==> src/rtl/mem_adapter_pkg.sv <==
// ---------------------------------------------------------------------------
// mem_adapter_pkg
// Shared types and constants for the cache-line to DRAM-burst adapter.
//   BEAT_W    : width of one memory beat
//   BURST_LEN : beats per cache line
//   LINE_W    : cache line width
//   OFFSET_W  : byte-offset bits inside a line (forced to 0 toward memory)
//   client_e  : requesting client (I-cache / D-cache)
//   issue_state_e : issue-side FSM states
// ---------------------------------------------------------------------------
package mem_adapter_pkg;

    localparam int BEAT_W    = 64;
    localparam int BURST_LEN = 4;
    localparam int LINE_W    = BEAT_W * BURST_LEN;
    localparam int OFFSET_W  = 5;

    typedef enum logic {
        CL_IC = 1'b0,
        CL_DC = 1'b1
    } client_e;

    typedef enum logic [2:0] {
        IDLE = 3'd0,
        RD   = 3'd1,
        WR0  = 3'd2,
        WR1  = 3'd3,
        WR2  = 3'd4,
        WR3  = 3'd5
    } issue_state_e;

endpackage

==> src/rtl/line_assembler.sv <==
// ---------------------------------------------------------------------------
// line_assembler
// Collects read-return beats into a full cache line.
//   clk, rst         : clock, async active-low reset
//   i_rvalid         : return beat valid
//   i_raddr          : return address (captured on beat 0)
//   i_rdata          : return beat data
//   o_line           : assembled line, stable while o_line_valid is high
//   o_line_addr      : address captured with beat 0
//   o_line_valid     : 1-cycle pulse, the cycle after the last beat
//   o_abort          : rvalid dropped mid-burst (partial line discarded)
// ---------------------------------------------------------------------------
module line_assembler #(
    parameter int ADDR_W    = 32,
    parameter int BEAT_W    = mem_adapter_pkg::BEAT_W,
    parameter int BURST_LEN = mem_adapter_pkg::BURST_LEN,
    parameter int LINE_W    = BEAT_W * BURST_LEN
) (
    input  logic              clk,
    input  logic              rst,
    input  logic              i_rvalid,
    input  logic [ADDR_W-1:0] i_raddr,
    input  logic [BEAT_W-1:0] i_rdata,
    output logic [LINE_W-1:0] o_line,
    output logic [ADDR_W-1:0] o_line_addr,
    output logic              o_line_valid,
    output logic              o_abort
);

    localparam int CNT_W = $clog2(BURST_LEN);
    localparam logic [CNT_W-1:0] LAST_BEAT = CNT_W'(BURST_LEN - 1);

    logic [CNT_W-1:0]  r_cnt;
    logic [LINE_W-1:0] r_line;
    logic [ADDR_W-1:0] r_addr;
    logic              r_line_valid;

    always_ff @(posedge clk or negedge rst) begin
        if (!rst) begin
            r_cnt        <= '0;
            r_line       <= '0;
            r_addr       <= '0;
            r_line_valid <= 1'b0;
        end else begin
            r_line_valid <= 1'b0;
            if (i_rvalid) begin
                r_line[int'(r_cnt)*BEAT_W +: BEAT_W] <= i_rdata;
                if (r_cnt == '0) begin
                    r_addr <= i_raddr;
                end
                if (r_cnt == LAST_BEAT) begin
                    r_cnt        <= '0;
                    r_line_valid <= 1'b1;
                end else begin
                    r_cnt <= r_cnt + 1'b1;
                end
            end else if (r_cnt != '0) begin
                // Gap inside a burst: restart; stale beats get overwritten.
                r_cnt <= '0;
            end
        end
    end

    assign o_abort      = ~i_rvalid & (r_cnt != '0);
    assign o_line       = r_line;
    assign o_line_addr  = r_addr;
    assign o_line_valid = r_line_valid;

endmodule

==> src/rtl/cacheline_mem_adapter.sv <==
// ---------------------------------------------------------------------------
// cacheline_mem_adapter
// Bridges I-cache (read) and D-cache (read/write) line requests onto a
// beat-wide DRAM burst interface; routes returned lines by address.
//   clk, rst                         : clock, async active-low reset
//   ic_addr, ic_read                 : I-cache line read request (held)
//   ic_rdata, ic_resp                : I-cache line return (1-cycle pulse)
//   dc_addr, dc_read, dc_write,
//   dc_wdata                         : D-cache request (held)
//   dc_rdata, dc_resp                : D-cache return / write done (pulse)
//   bmem_addr, bmem_read, bmem_write,
//   bmem_wdata, bmem_ready           : request / write beats to memory
//   bmem_raddr, bmem_rdata,
//   bmem_rvalid                      : read return beats
//   err                              : sticky protocol error
//
// Issue FSM:
//   state | meaning
//   IDLE  | arbitrate between waiting clients
//   RD    | read request on bus until bmem_ready
//   WR0-3 | write beat k on bus until bmem_ready
// ---------------------------------------------------------------------------
module cacheline_mem_adapter #(
    parameter int ADDR_W    = 32,
    parameter int BEAT_W    = 64,
    parameter int BURST_LEN = 4,
    parameter int LINE_W    = BEAT_W * BURST_LEN
) (
    input  logic              clk,
    input  logic              rst,
    input  logic [ADDR_W-1:0] ic_addr,
    input  logic              ic_read,
    output logic [LINE_W-1:0] ic_rdata,
    output logic              ic_resp,
    input  logic [ADDR_W-1:0] dc_addr,
    input  logic              dc_read,
    input  logic              dc_write,
    input  logic [LINE_W-1:0] dc_wdata,
    output logic [LINE_W-1:0] dc_rdata,
    output logic              dc_resp,
    output logic [ADDR_W-1:0] bmem_addr,
    output logic              bmem_read,
    output logic              bmem_write,
    output logic [BEAT_W-1:0] bmem_wdata,
    input  logic              bmem_ready,
    input  logic [ADDR_W-1:0] bmem_raddr,
    input  logic [BEAT_W-1:0] bmem_rdata,
    input  logic              bmem_rvalid,
    output logic              err
);

    import mem_adapter_pkg::*;

    // Client latches: pend = outstanding, wait = latched but not yet issued.
    logic                     r_ic_pend;
    logic                     r_ic_wait;
    logic [ADDR_W-1:OFFSET_W] r_ic_addr;
    logic                     r_dc_pend;
    logic                     r_dc_wait;
    logic                     r_dc_write;
    logic [ADDR_W-1:OFFSET_W] r_dc_addr;

    issue_state_e             r_state;
    issue_state_e             w_next_state;
    client_e                  r_last_grant;
    logic [ADDR_W-1:0]        r_issue_addr;

    logic                     r_ic_resp;
    logic [LINE_W-1:0]        r_ic_rdata;
    logic                     r_dc_resp;
    logic [LINE_W-1:0]        r_dc_rdata;
    logic                     r_err;

    logic                     w_ic_new;
    logic                     w_dc_new;
    logic                     w_grant_ic;
    logic                     w_grant_dc;
    logic                     w_wr_done;
    logic [LINE_W-1:0]        w_line;
    logic [ADDR_W-1:0]        w_line_addr;
    logic                     w_line_valid;
    logic                     w_abort;
    logic                     w_match_ic;
    logic                     w_match_dc;
    logic                     w_unused_offset_bits;

    assign w_ic_new = ic_read & ~r_ic_pend;
    assign w_dc_new = (dc_read | dc_write) & ~r_dc_pend;

    // -----------------------------------------------------------------------
    // Return path
    // -----------------------------------------------------------------------
    line_assembler #(
        .ADDR_W    (ADDR_W),
        .BEAT_W    (BEAT_W),
        .BURST_LEN (BURST_LEN),
        .LINE_W    (LINE_W)
    ) u_line_assembler (
        .clk          (clk),
        .rst          (rst),
        .i_rvalid     (bmem_rvalid),
        .i_raddr      (bmem_raddr),
        .i_rdata      (bmem_rdata),
        .o_line       (w_line),
        .o_line_addr  (w_line_addr),
        .o_line_valid (w_line_valid),
        .o_abort      (w_abort)
    );

    // Both clients may match the same line; each match gets its own resp.
    assign w_match_ic = w_line_valid & r_ic_pend
                      & (r_ic_addr == w_line_addr[ADDR_W-1:OFFSET_W]);
    assign w_match_dc = w_line_valid & r_dc_pend & ~r_dc_write
                      & (r_dc_addr == w_line_addr[ADDR_W-1:OFFSET_W]);

    assign w_unused_offset_bits = ^{ic_addr[OFFSET_W-1:0],
                                    dc_addr[OFFSET_W-1:0],
                                    w_line_addr[OFFSET_W-1:0]};

    // -----------------------------------------------------------------------
    // Request latches. The resp pulse clears pend on its closing edge, which
    // blocks a still-held request from re-latching during its own resp cycle.
    // -----------------------------------------------------------------------
    always_ff @(posedge clk or negedge rst) begin
        if (!rst) begin
            r_ic_pend <= 1'b0;
            r_ic_wait <= 1'b0;
            r_ic_addr <= '0;
        end else if (r_ic_resp) begin
            r_ic_pend <= 1'b0;
            r_ic_wait <= 1'b0;
        end else if (w_ic_new) begin
            r_ic_pend <= 1'b1;
            r_ic_wait <= 1'b1;
            r_ic_addr <= ic_addr[ADDR_W-1:OFFSET_W];
        end else if (w_grant_ic) begin
            r_ic_wait <= 1'b0;
        end
    end

    always_ff @(posedge clk or negedge rst) begin
        if (!rst) begin
            r_dc_pend  <= 1'b0;
            r_dc_wait  <= 1'b0;
            r_dc_write <= 1'b0;
            r_dc_addr  <= '0;
        end else if (r_dc_resp) begin
            r_dc_pend <= 1'b0;
            r_dc_wait <= 1'b0;
        end else if (w_dc_new) begin
            r_dc_pend  <= 1'b1;
            r_dc_wait  <= 1'b1;
            r_dc_write <= dc_write;
            r_dc_addr  <= dc_addr[ADDR_W-1:OFFSET_W];
        end else if (w_grant_dc) begin
            r_dc_wait <= 1'b0;
        end
    end

    // -----------------------------------------------------------------------
    // Round-robin arbiter, evaluated only while the FSM is idle.
    // -----------------------------------------------------------------------
    always_comb begin
        w_grant_ic = 1'b0;
        w_grant_dc = 1'b0;
        if (r_state == IDLE) begin
            if (r_ic_wait && r_dc_wait) begin
                if (r_last_grant == CL_IC) begin
                    w_grant_dc = 1'b1;
                end else begin
                    w_grant_ic = 1'b1;
                end
            end else begin
                w_grant_ic = r_ic_wait;
                w_grant_dc = r_dc_wait;
            end
        end
    end

    always_ff @(posedge clk or negedge rst) begin
        if (!rst) begin
            r_last_grant <= CL_DC;
            r_issue_addr <= '0;
        end else if (w_grant_ic) begin
            r_last_grant <= CL_IC;
            r_issue_addr <= {r_ic_addr, {OFFSET_W{1'b0}}};
        end else if (w_grant_dc) begin
            r_last_grant <= CL_DC;
            r_issue_addr <= {r_dc_addr, {OFFSET_W{1'b0}}};
        end
    end

    // -----------------------------------------------------------------------
    // Issue FSM
    // -----------------------------------------------------------------------
    always_ff @(posedge clk or negedge rst) begin
        if (!rst) begin
            r_state <= IDLE;
        end else begin
            r_state <= w_next_state;
        end
    end

    always_comb begin
        w_next_state = r_state;
        case (r_state)
            IDLE: begin
                if (w_grant_ic) begin
                    w_next_state = RD;
                end else if (w_grant_dc) begin
                    w_next_state = r_dc_write ? WR0 : RD;
                end
            end
            RD:      if (bmem_ready) w_next_state = IDLE;
            WR0:     if (bmem_ready) w_next_state = WR1;
            WR1:     if (bmem_ready) w_next_state = WR2;
            WR2:     if (bmem_ready) w_next_state = WR3;
            WR3:     if (bmem_ready) w_next_state = IDLE;
            default: w_next_state = IDLE;
        endcase
    end

    always_comb begin
        bmem_read  = 1'b0;
        bmem_write = 1'b0;
        bmem_addr  = '0;
        bmem_wdata = '0;
        case (r_state)
            RD: begin
                bmem_read = 1'b1;
                bmem_addr = r_issue_addr;
            end
            WR0: begin
                bmem_write = 1'b1;
                bmem_addr  = r_issue_addr;
                bmem_wdata = dc_wdata[0*BEAT_W +: BEAT_W];
            end
            WR1: begin
                bmem_write = 1'b1;
                bmem_addr  = r_issue_addr;
                bmem_wdata = dc_wdata[1*BEAT_W +: BEAT_W];
            end
            WR2: begin
                bmem_write = 1'b1;
                bmem_addr  = r_issue_addr;
                bmem_wdata = dc_wdata[2*BEAT_W +: BEAT_W];
            end
            WR3: begin
                bmem_write = 1'b1;
                bmem_addr  = r_issue_addr;
                bmem_wdata = dc_wdata[3*BEAT_W +: BEAT_W];
            end
            default: ;
        endcase
    end

    // Writes are posted: done as soon as the last beat is accepted.
    assign w_wr_done = (r_state == WR3) & bmem_ready;

    // -----------------------------------------------------------------------
    // Responses and error flag
    // -----------------------------------------------------------------------
    always_ff @(posedge clk or negedge rst) begin
        if (!rst) begin
            r_ic_resp  <= 1'b0;
            r_ic_rdata <= '0;
            r_dc_resp  <= 1'b0;
            r_dc_rdata <= '0;
            r_err      <= 1'b0;
        end else begin
            r_ic_resp <= w_match_ic;
            r_dc_resp <= w_match_dc | w_wr_done;
            if (w_match_ic) begin
                r_ic_rdata <= w_line;
            end
            if (w_match_dc) begin
                r_dc_rdata <= w_line;
            end
            if ((w_dc_new & dc_read & dc_write)
                || (w_line_valid & ~w_match_ic & ~w_match_dc)
                || w_abort) begin
                r_err <= 1'b1;
            end
        end
    end

    assign ic_resp  = r_ic_resp;
    assign ic_rdata = r_ic_rdata;
    assign dc_resp  = r_dc_resp;
    assign dc_rdata = r_dc_rdata;
    assign err      = r_err;

endmodule

==> config.mk <==
export PLATFORM = sky130hd
export DESIGN_NAME = cacheline_mem_adapter
export DESIGN_NICKNAME = d
export VERILOG_FILES = /design/src/rtl/mem_adapter_pkg.sv /design/src/rtl/line_assembler.sv /design/src/rtl/cacheline_mem_adapter.sv
export SDC_FILE = /design/constraint.sdc
export NUM_CORES = 1
export LEC_CHECK = 0
export CAP_MARGIN = 0
export CORE_AREA = 2 2 400 402
export CTS_BUF_LIST = sky130_fd_sc_hd__clkbuf_8
export DETAILED_ROUTE_END_ITERATION = 8
export DIE_AREA = 0 0 402 404
export PLACE_DENSITY = 0.48
export SETUP_SLACK_MARGIN = 0.05
export SYNTH_ARGS = -nofsm -noshare
export SYNTH_HDL_FRONTEND = slang
export SYNTH_SLANG_ARGS = --single-unit
==> constraint.sdc <==
create_clock -name clk -period 3.9 [get_ports clk]
set_input_delay 0.39 -clock clk [delete_from_list [all_inputs] [get_ports clk]]
set_output_delay 0.39 -clock clk [all_outputs]
set_load 0.02 [all_outputs]
==> results of run 1 <==
==> layout by cell type, fill, tap and decap left out, types with 12 or more instances in the layout <==
cell	instances
a21oi_1	28
a221o_1	34
a22o_1	286
a22oi_1	56
and2_1	28
buf_12	30
buf_4	47
clkbuf_8	203
clkdlybuf4s50_1	1007
clkinv_2	12
dfrtp_1	889
diode_2	13
inv_1	71
mux2_2	593
mux2i_1	27
nand2_1	46
nor2_1	43
xnor2_1	23
xor2_1	32
==> registers in the layout, indices dropped and copies added (netlist names) <==
register / cells
r_state: 3
dc_rdata: 256
err: 1
r_dc_write: 1
u_line_assembler.r_cnt: 2
u_line_assembler.o_line: 256
r_ic_pend: 1
r_dc_addr: 27
r_ic_addr: 27
r_issue_addr: 27
u_line_assembler.o_line_valid: 1
r_dc_wait: 1
ic_resp: 1
u_line_assembler.o_line_addr: 27
r_dc_pend: 1
ic_rdata: 256
r_ic_wait: 1
r_last_grant: 1
dc_resp: 1
==> through the flow <==
| stage | power, µW | util |
|---|---|---|
| 4_1_cts | 28600 | 0.326 |
| 5_1_grt | 29600 | 0.326 |
| 3_3_place_gp | 19300 | 0.304 |
| 2_1_floorplan | 15400 | - |
| 6_report | 28200 | 0.326 |
| 3_5_place_dp | 19300 | 0.304 |
==> layer usage <==
| layer | global-route usage | vias up | share of wire |
|---|---|---|---|
| met5 | 0 | - | 0.00038 |
| met4 | 0.0988 | 8 | 0.050 |
| met3 | 0.0758 | 257 | 0.082 |
| met2 | 0.348 | 956 | 0.51 |
| met1 | 0.209 | 13200 | 0.36 |
| li1 | - | 10900 | - |
==> power by group <==
group / internal (µW) / switching (µW) / total (µW)
clock network: 4790 / 4220 / 9010
logic: 3170 / 3700 / 6880
registers: 10800 / 1530 / 12300
==> what timing repair did <==
item,4_1_cts,5_1_grt
hold endpoints to repair,77,0
gates cloned,0,1
endpoints found under the setup margin,4,40
resized for setup,4,10
hold buffers,7,0
==> worst register-to-register path, delay by kind of cell (launching register included) <==
kind	cells	cell delay (ps)
flip-flops	1	400
multiplexers	1	380
AND/OR/NAND/NOR	3	830
XOR/XNOR	1	220
buffers and inverters	2	850
==> kinds of logic after synthesis <==
group / count (synthesis) / share of synthesized area
and+or+nand+nor: 168 / 0.0236
xor gates and xnor gates: 55 / 0.0138
muxes: 620 / 0.199
adders and majority gates: 6 / 0.00215
other: 1 / 0.000107
DFF: 891 / 0.637
buffers and inverters: 171 / 0.0228
AOI/OAI and AO/OA: 425 / 0.102
==> path summary, 6_finish.rpt <==
check	slack (ps)	startpoint	cells past startpoint	to
max	210	r_state[2]	6	bmem_wdata[56]
min	120	bmem_raddr[7]	2	u_line_assembler.o_line_addr[7]
max reg2reg	1060	r_ic_addr[17]	7	ic_rdata[7]
min reg2reg	480	u_line_assembler.o_line[131]	1	ic_rdata[131]
max in group asynchronous	2470	rst	4	dc_rdata[55]
min in group asynchronous	210	rst	2	ic_rdata[200]
==> cell type report <==
class	count	area [µm²]
multi-input cells	1279	12000
well taps	2072	2590
inverters	5	18.8
diodes	13	32.5
fillers	16000	106000
clock inverters	92	503
clock buffers	203	2790
repair buffers	1098	11200
flip-flops and latches	891	22300
==> run metrics, run 1 <==
Placed Cells 5337; DRC marker count from the first detailed-route iteration 1279; commonest cells in the netlist dfrtp_1 (890), mux2_2 (593), a22o_1 (291); Critical Path RT 3510 ps; final setup margin 208 ps; Startpoint Class flop; Static Leak 0.0238 µW; share of layout cells above drive strength 1 0.261; initial antenna violation count 31; RSZ-0062 raised after global routing yes; Slew headroom 0.307; share of the synthesized area in the top cell type 0.637; PwrDens 548 nW/µm²; overall die area 162000 µm²; placed cell area 48000 µm²; top-count cell post-synth dfrtp_1; TritonCTS clock tree done; area leader, netlist dfrtp_1; Tmin final 3690 ps; crit path capture type output pin; CP Buf/Inv Count 2; Worst IR Drop VDD 298 µV; ANT nets after route 0; crit-path cells nand2b_1 -> nor2_4 -> buf_12 -> a22o_1 -> a221o_1 -> clkdlybuf4s50_1; Syn Area/Cell 15.0 µm²; Total GRT Usage 0.199; Worst-path clk slew 70 ps; slowest cell delay on critical path 690 ps; core box area 158000 µm²; cts bufs inserted 167; final instance area 51500 µm²; routability congestion estimate 0.927; Worst Skew 62.4 ps; crit path DAT 3300 ps; actual slew at the worst max-slew pin 1040 ps; Post-synth EDFFs 0; final slew viol count 0; WL per Instance 29.4 µm; postcts setup bufs 0; Sum Neg Setup Slack 0 ps; DRC 0; HP Class primary input to flop; delay-heaviest family, CP buffers and inverters; ys flop type dfrtp_1; final setup vio count 0; drt pass-1 iters 5; vias after detailed routing 25300; Sink Count 891; largest net degree at the start of global routing 101; Layout Cells excl Fill 5653; total congestion overflow 0; Post-Synthesis Cells 2337; Die Wd 402 µm; IO buf count 1015; Placement Rows 146; final worst path period share 0.947; status completed; HPWL Detailed 121000 µm; max-cap viol count 0; number of global-route vias before repair 26600; dpl ws 938 ps; Post-synth ARST share 1.00; critical path class flop to output pin; Ys Warns 0; io pins 1036; Critical Path Fanout Max 64; Clock Latency Late Sink 890 ps; Yosys reg bits 891; post-synthesis sequential area ratio 0.637; Root Driver clkbuf_8; Clock Tree Buf Depth 3; Initial Utilization 0.222; Distinct cells, synth 38; tightest hold margin 120 ps; nets@finish 3871; Synth area leaders dfrtp_1 (64%), mux2_2 (19%), a22o_1 (7.3%); Slowest cell on crit path clkdlybuf4s50_1; global-route wire length before repair 226000 µm; die span in y 404 µm; Vias/cell 4.48; area grow syn2layout 47.1%; Final Hold Fails 0; final wirelength 166000 µm; depth of the CTS H-tree 4; mapped cell area 35000 µm²; fmax 271 MHz
(Power assumes the default switching activity.)
==> inputs of run 2 (changes only) <==
==> constraint.sdc (replaced) <==
create_clock -name clk -period 3.9 [get_ports clk]
set_input_delay 0.78 -clock clk [delete_from_list [all_inputs] [get_ports clk]]
set_output_delay 0.78 -clock clk [all_outputs]
set_load 0.02 [all_outputs]
==> run 2 against run 1 <==
  * Fmax is 0.85% higher
  * Global-route usage rose by 0.50 points
  * Die area unchanged
  * Worst setup slack gained 31 ps
  * Sequential share of layout area fell by 0.088 points
  * Non-clock buffer count down 3
  * Utilization up 0.068 points
  * Combinational power increased by 2%
  * Critical endpoint is now bmem_wdata[43]
  * First-iteration DRC count up 3.5%
  * Critical path depth increased by 1
  * Wire length rose by 2.0%
  * Largest cell class unchanged
  * Critical path type unchanged
  * Clock skew shrank 23 ps
==> run metrics, run 2 (synthesis results as in run 1) <==
Root Driver clkbuf_8; commonest cells after routing, fill and taps aside clkdlybuf4s50_1 (951), dfrtp_1 (888), mux2_2 (593); PwrDens 550 nW/µm² (+0.32%); share of layout cells above drive strength 1 0.269 (+0.00793); HPWL Detailed 120000 µm (-1.0%); Sink Count 891 (unchanged); worst hold path endpoint err; Die Wd 402 µm (unchanged); final setup vio count 0 (unchanged); Initial Utilization 0.222 (unchanged); final worst path period share 0.939 (-0.00798); crit-path cells buf_4 -> nor3b_4 -> buf_4 -> buf_16 -> a22oi_2 -> nand2_1 -> clkdlybuf4s50_1; area grow syn2layout 47.4%; routability congestion estimate 0.968 (+4.5%); Worst IR Drop VDD 261 µV (-12%); ANT nets after route 0 (unchanged); largest net degree at the start of global routing 119 (+18%); DRC 0 (unchanged); actual slew at the worst max-slew pin 920 ps (-120 ps); r2r setup slk 1030 ps (-30 ps); worst hold start err; number of global-route vias before repair 26700 (+0.38%); Clock Tree Buf Depth 3 (unchanged); Total GRT Usage 0.204 (+0.00496); global-route wire length before repair 231000 µm (+2.1%); TritonCTS clock tree done; Tmin final 3660 ps (-31.1 ps); overall die area 162000 µm² (unchanged); Critical Path Fanout Max 16 (-75%); depth of the CTS H-tree 4 (unchanged); final slew viol count 0 (unchanged); slowest cell delay on critical path 620 ps (-70 ps); dpl ws 507 ps (-431 ps); IO buf count 1015 (unchanged); Slowest cell on crit path clkdlybuf4s50_1; final setup margin 239 ps (+31.1 ps); hold depth 2 (unchanged); nets@finish 3865 (-0.15%); Critical Path RT 3120 ps (-390 ps); Vias/cell 4.47 (-0.28%); Register-to-Register Path Depth 7 (unchanged); HP Class flop to flop; Placement Rows 146 (unchanged); DRC marker count from the first detailed-route iteration 1324 (+3.5%); total congestion overflow 0 (unchanged); drt pass-1 iters 5 (unchanged); CP dominant cell by count buf_4; CP Buf/Inv Count 4 (+2); Startpoint Class flop; Clock Latency Late Sink 860 ps (-30 ps); commonest non-fill, non-tap cell in the layout clkdlybuf4s50_1; Final Hold Fails 0 (unchanged); fmax 273 MHz (+0.85%); WL per Instance 30.0 µm (+2.2%); # fillers 15900 (-0.33%); status completed; RSZ-0062 raised after global routing no; io pins 1036 (unchanged); crit path capture type output pin; Slew headroom 0.387 (+0.0799); die span in y 404 µm (unchanged); Static Leak 0.0240 µW (+1.0%); Worst-path clk slew 60 ps (about the same); origin of the critical flop-to-flop path u_line_assembler.o_line_addr[7]; Final Util 0.327 (+0.000682); final wirelength 170000 µm (+2.0%); critical path class flop to output pin; final instance area 51600 µm² (+0.21%); Worst Skew 38.9 ps (-23.5 ps); cts bufs inserted 164 (-1.8%); core box area 158000 µm² (unchanged); max-cap viol count 0 (unchanged); delay-heaviest family, CP buffers and inverters; R2R Path End dc_rdata[95]; placed cell area 47900 µm² (-0.18%); crit path DAT 2880 ps (-420 ps); vias after detailed routing 25200 (-0.45%); initial antenna violation count 43 (+39%)
==> run 2: changes by cell type in the layout (fill, tap and decap cells not counted), moves of 4 or more <==
cell | previous run | this run
a22oi_2 | 2 | 10
diode_2 | 13 | 19
inv_1 | 71 | 59
dlygate4sd3_1 | 7 | 1
clkbuf_8 | 203 | 199
bufinv_16 | 1 | 5
clkdlybuf4s50_1 | 1007 | 951
dlygate4sd2_1 | 2 | 48
a22oi_1 | 56 | 48
==> run 2: area by class of cell <==
class / instances / area [µm²] / area share
antenna: 19 / 47.5 / 0.000922
clock buffer: 199 / 2740 / 0.0531
clock inverter: 83 / 544 / 0.0106
inverter: 5 / 18.8 / 0.000364
multi-input combinational: 1279 / 12100 / 0.235
sequential: 891 / 22300 / 0.432
tap: 2072 / 2590 / 0.0503
timing repair buffer: 1095 / 11200 / 0.218
==> run 2: worst register-to-register path: cells and delay by family (launching register included) <==
family        cells  cell delay [ps]
xor+xnor          1              360
flops             1              450
simple gates      2              290
buf+inv           3             1050
mux               1              580
==> run 2: repair_timing <==
action / 4_1_cts / 5_1_grt
hold buffers: 1 / 0
gates cloned: 5 / 0
pin swaps: 3 / 0
gates resized for setup: 81 / 8
hold endpoints to repair: 55 / 0
buffers inserted: 12 / 0
setup endpoints to repair: 62 / 6
==> run 2: worst max-delay path by stage <==
stage | startpoint | endpoint | cells after the start
floorplan | r_state[2] | bmem_wdata[11] | 7
global placement | dc_wdata[170] | bmem_wdata[42] | 4
detailed placement | r_state[2] | bmem_wdata[49] | 6
CTS | r_state[1] | bmem_wdata[33] | 7
global route | r_state[1] | bmem_wdata[43] | 7
finish | r_state[1] | bmem_wdata[43] | 7
==> run 2: routing by layer <==
metal | vias to the layer above | part of all wire | global-route usage | routed length (µm)
met5 | - | 0.00083 | 0 | 140
met3 | 291 | 0.082 | 0.0798 | 14000
li1 | 10900 | - | - | -
met4 | 16 | 0.054 | 0.101 | 9110
met1 | 13100 | 0.36 | 0.215 | 61100
met2 | 886 | 0.50 | 0.355 | 85200
==> run 2: power by group <==
part	internal (µW)	switching, µW
Sequential	10800	1490
Clock	4940	4140
Combinational	3210	3780
==> run 2: per-stage QoR <==
stage	total power, µW	setup TNS [ps]	cells	hold slack, ps
global placement	19300	0	5324	486
detailed placement	19300	0	5324	488
finish	28300	0	5643	502
CTS	28800	-77.5	5624	380
floorplan	15400	0	2341	459
global route	29800	0	5639	423
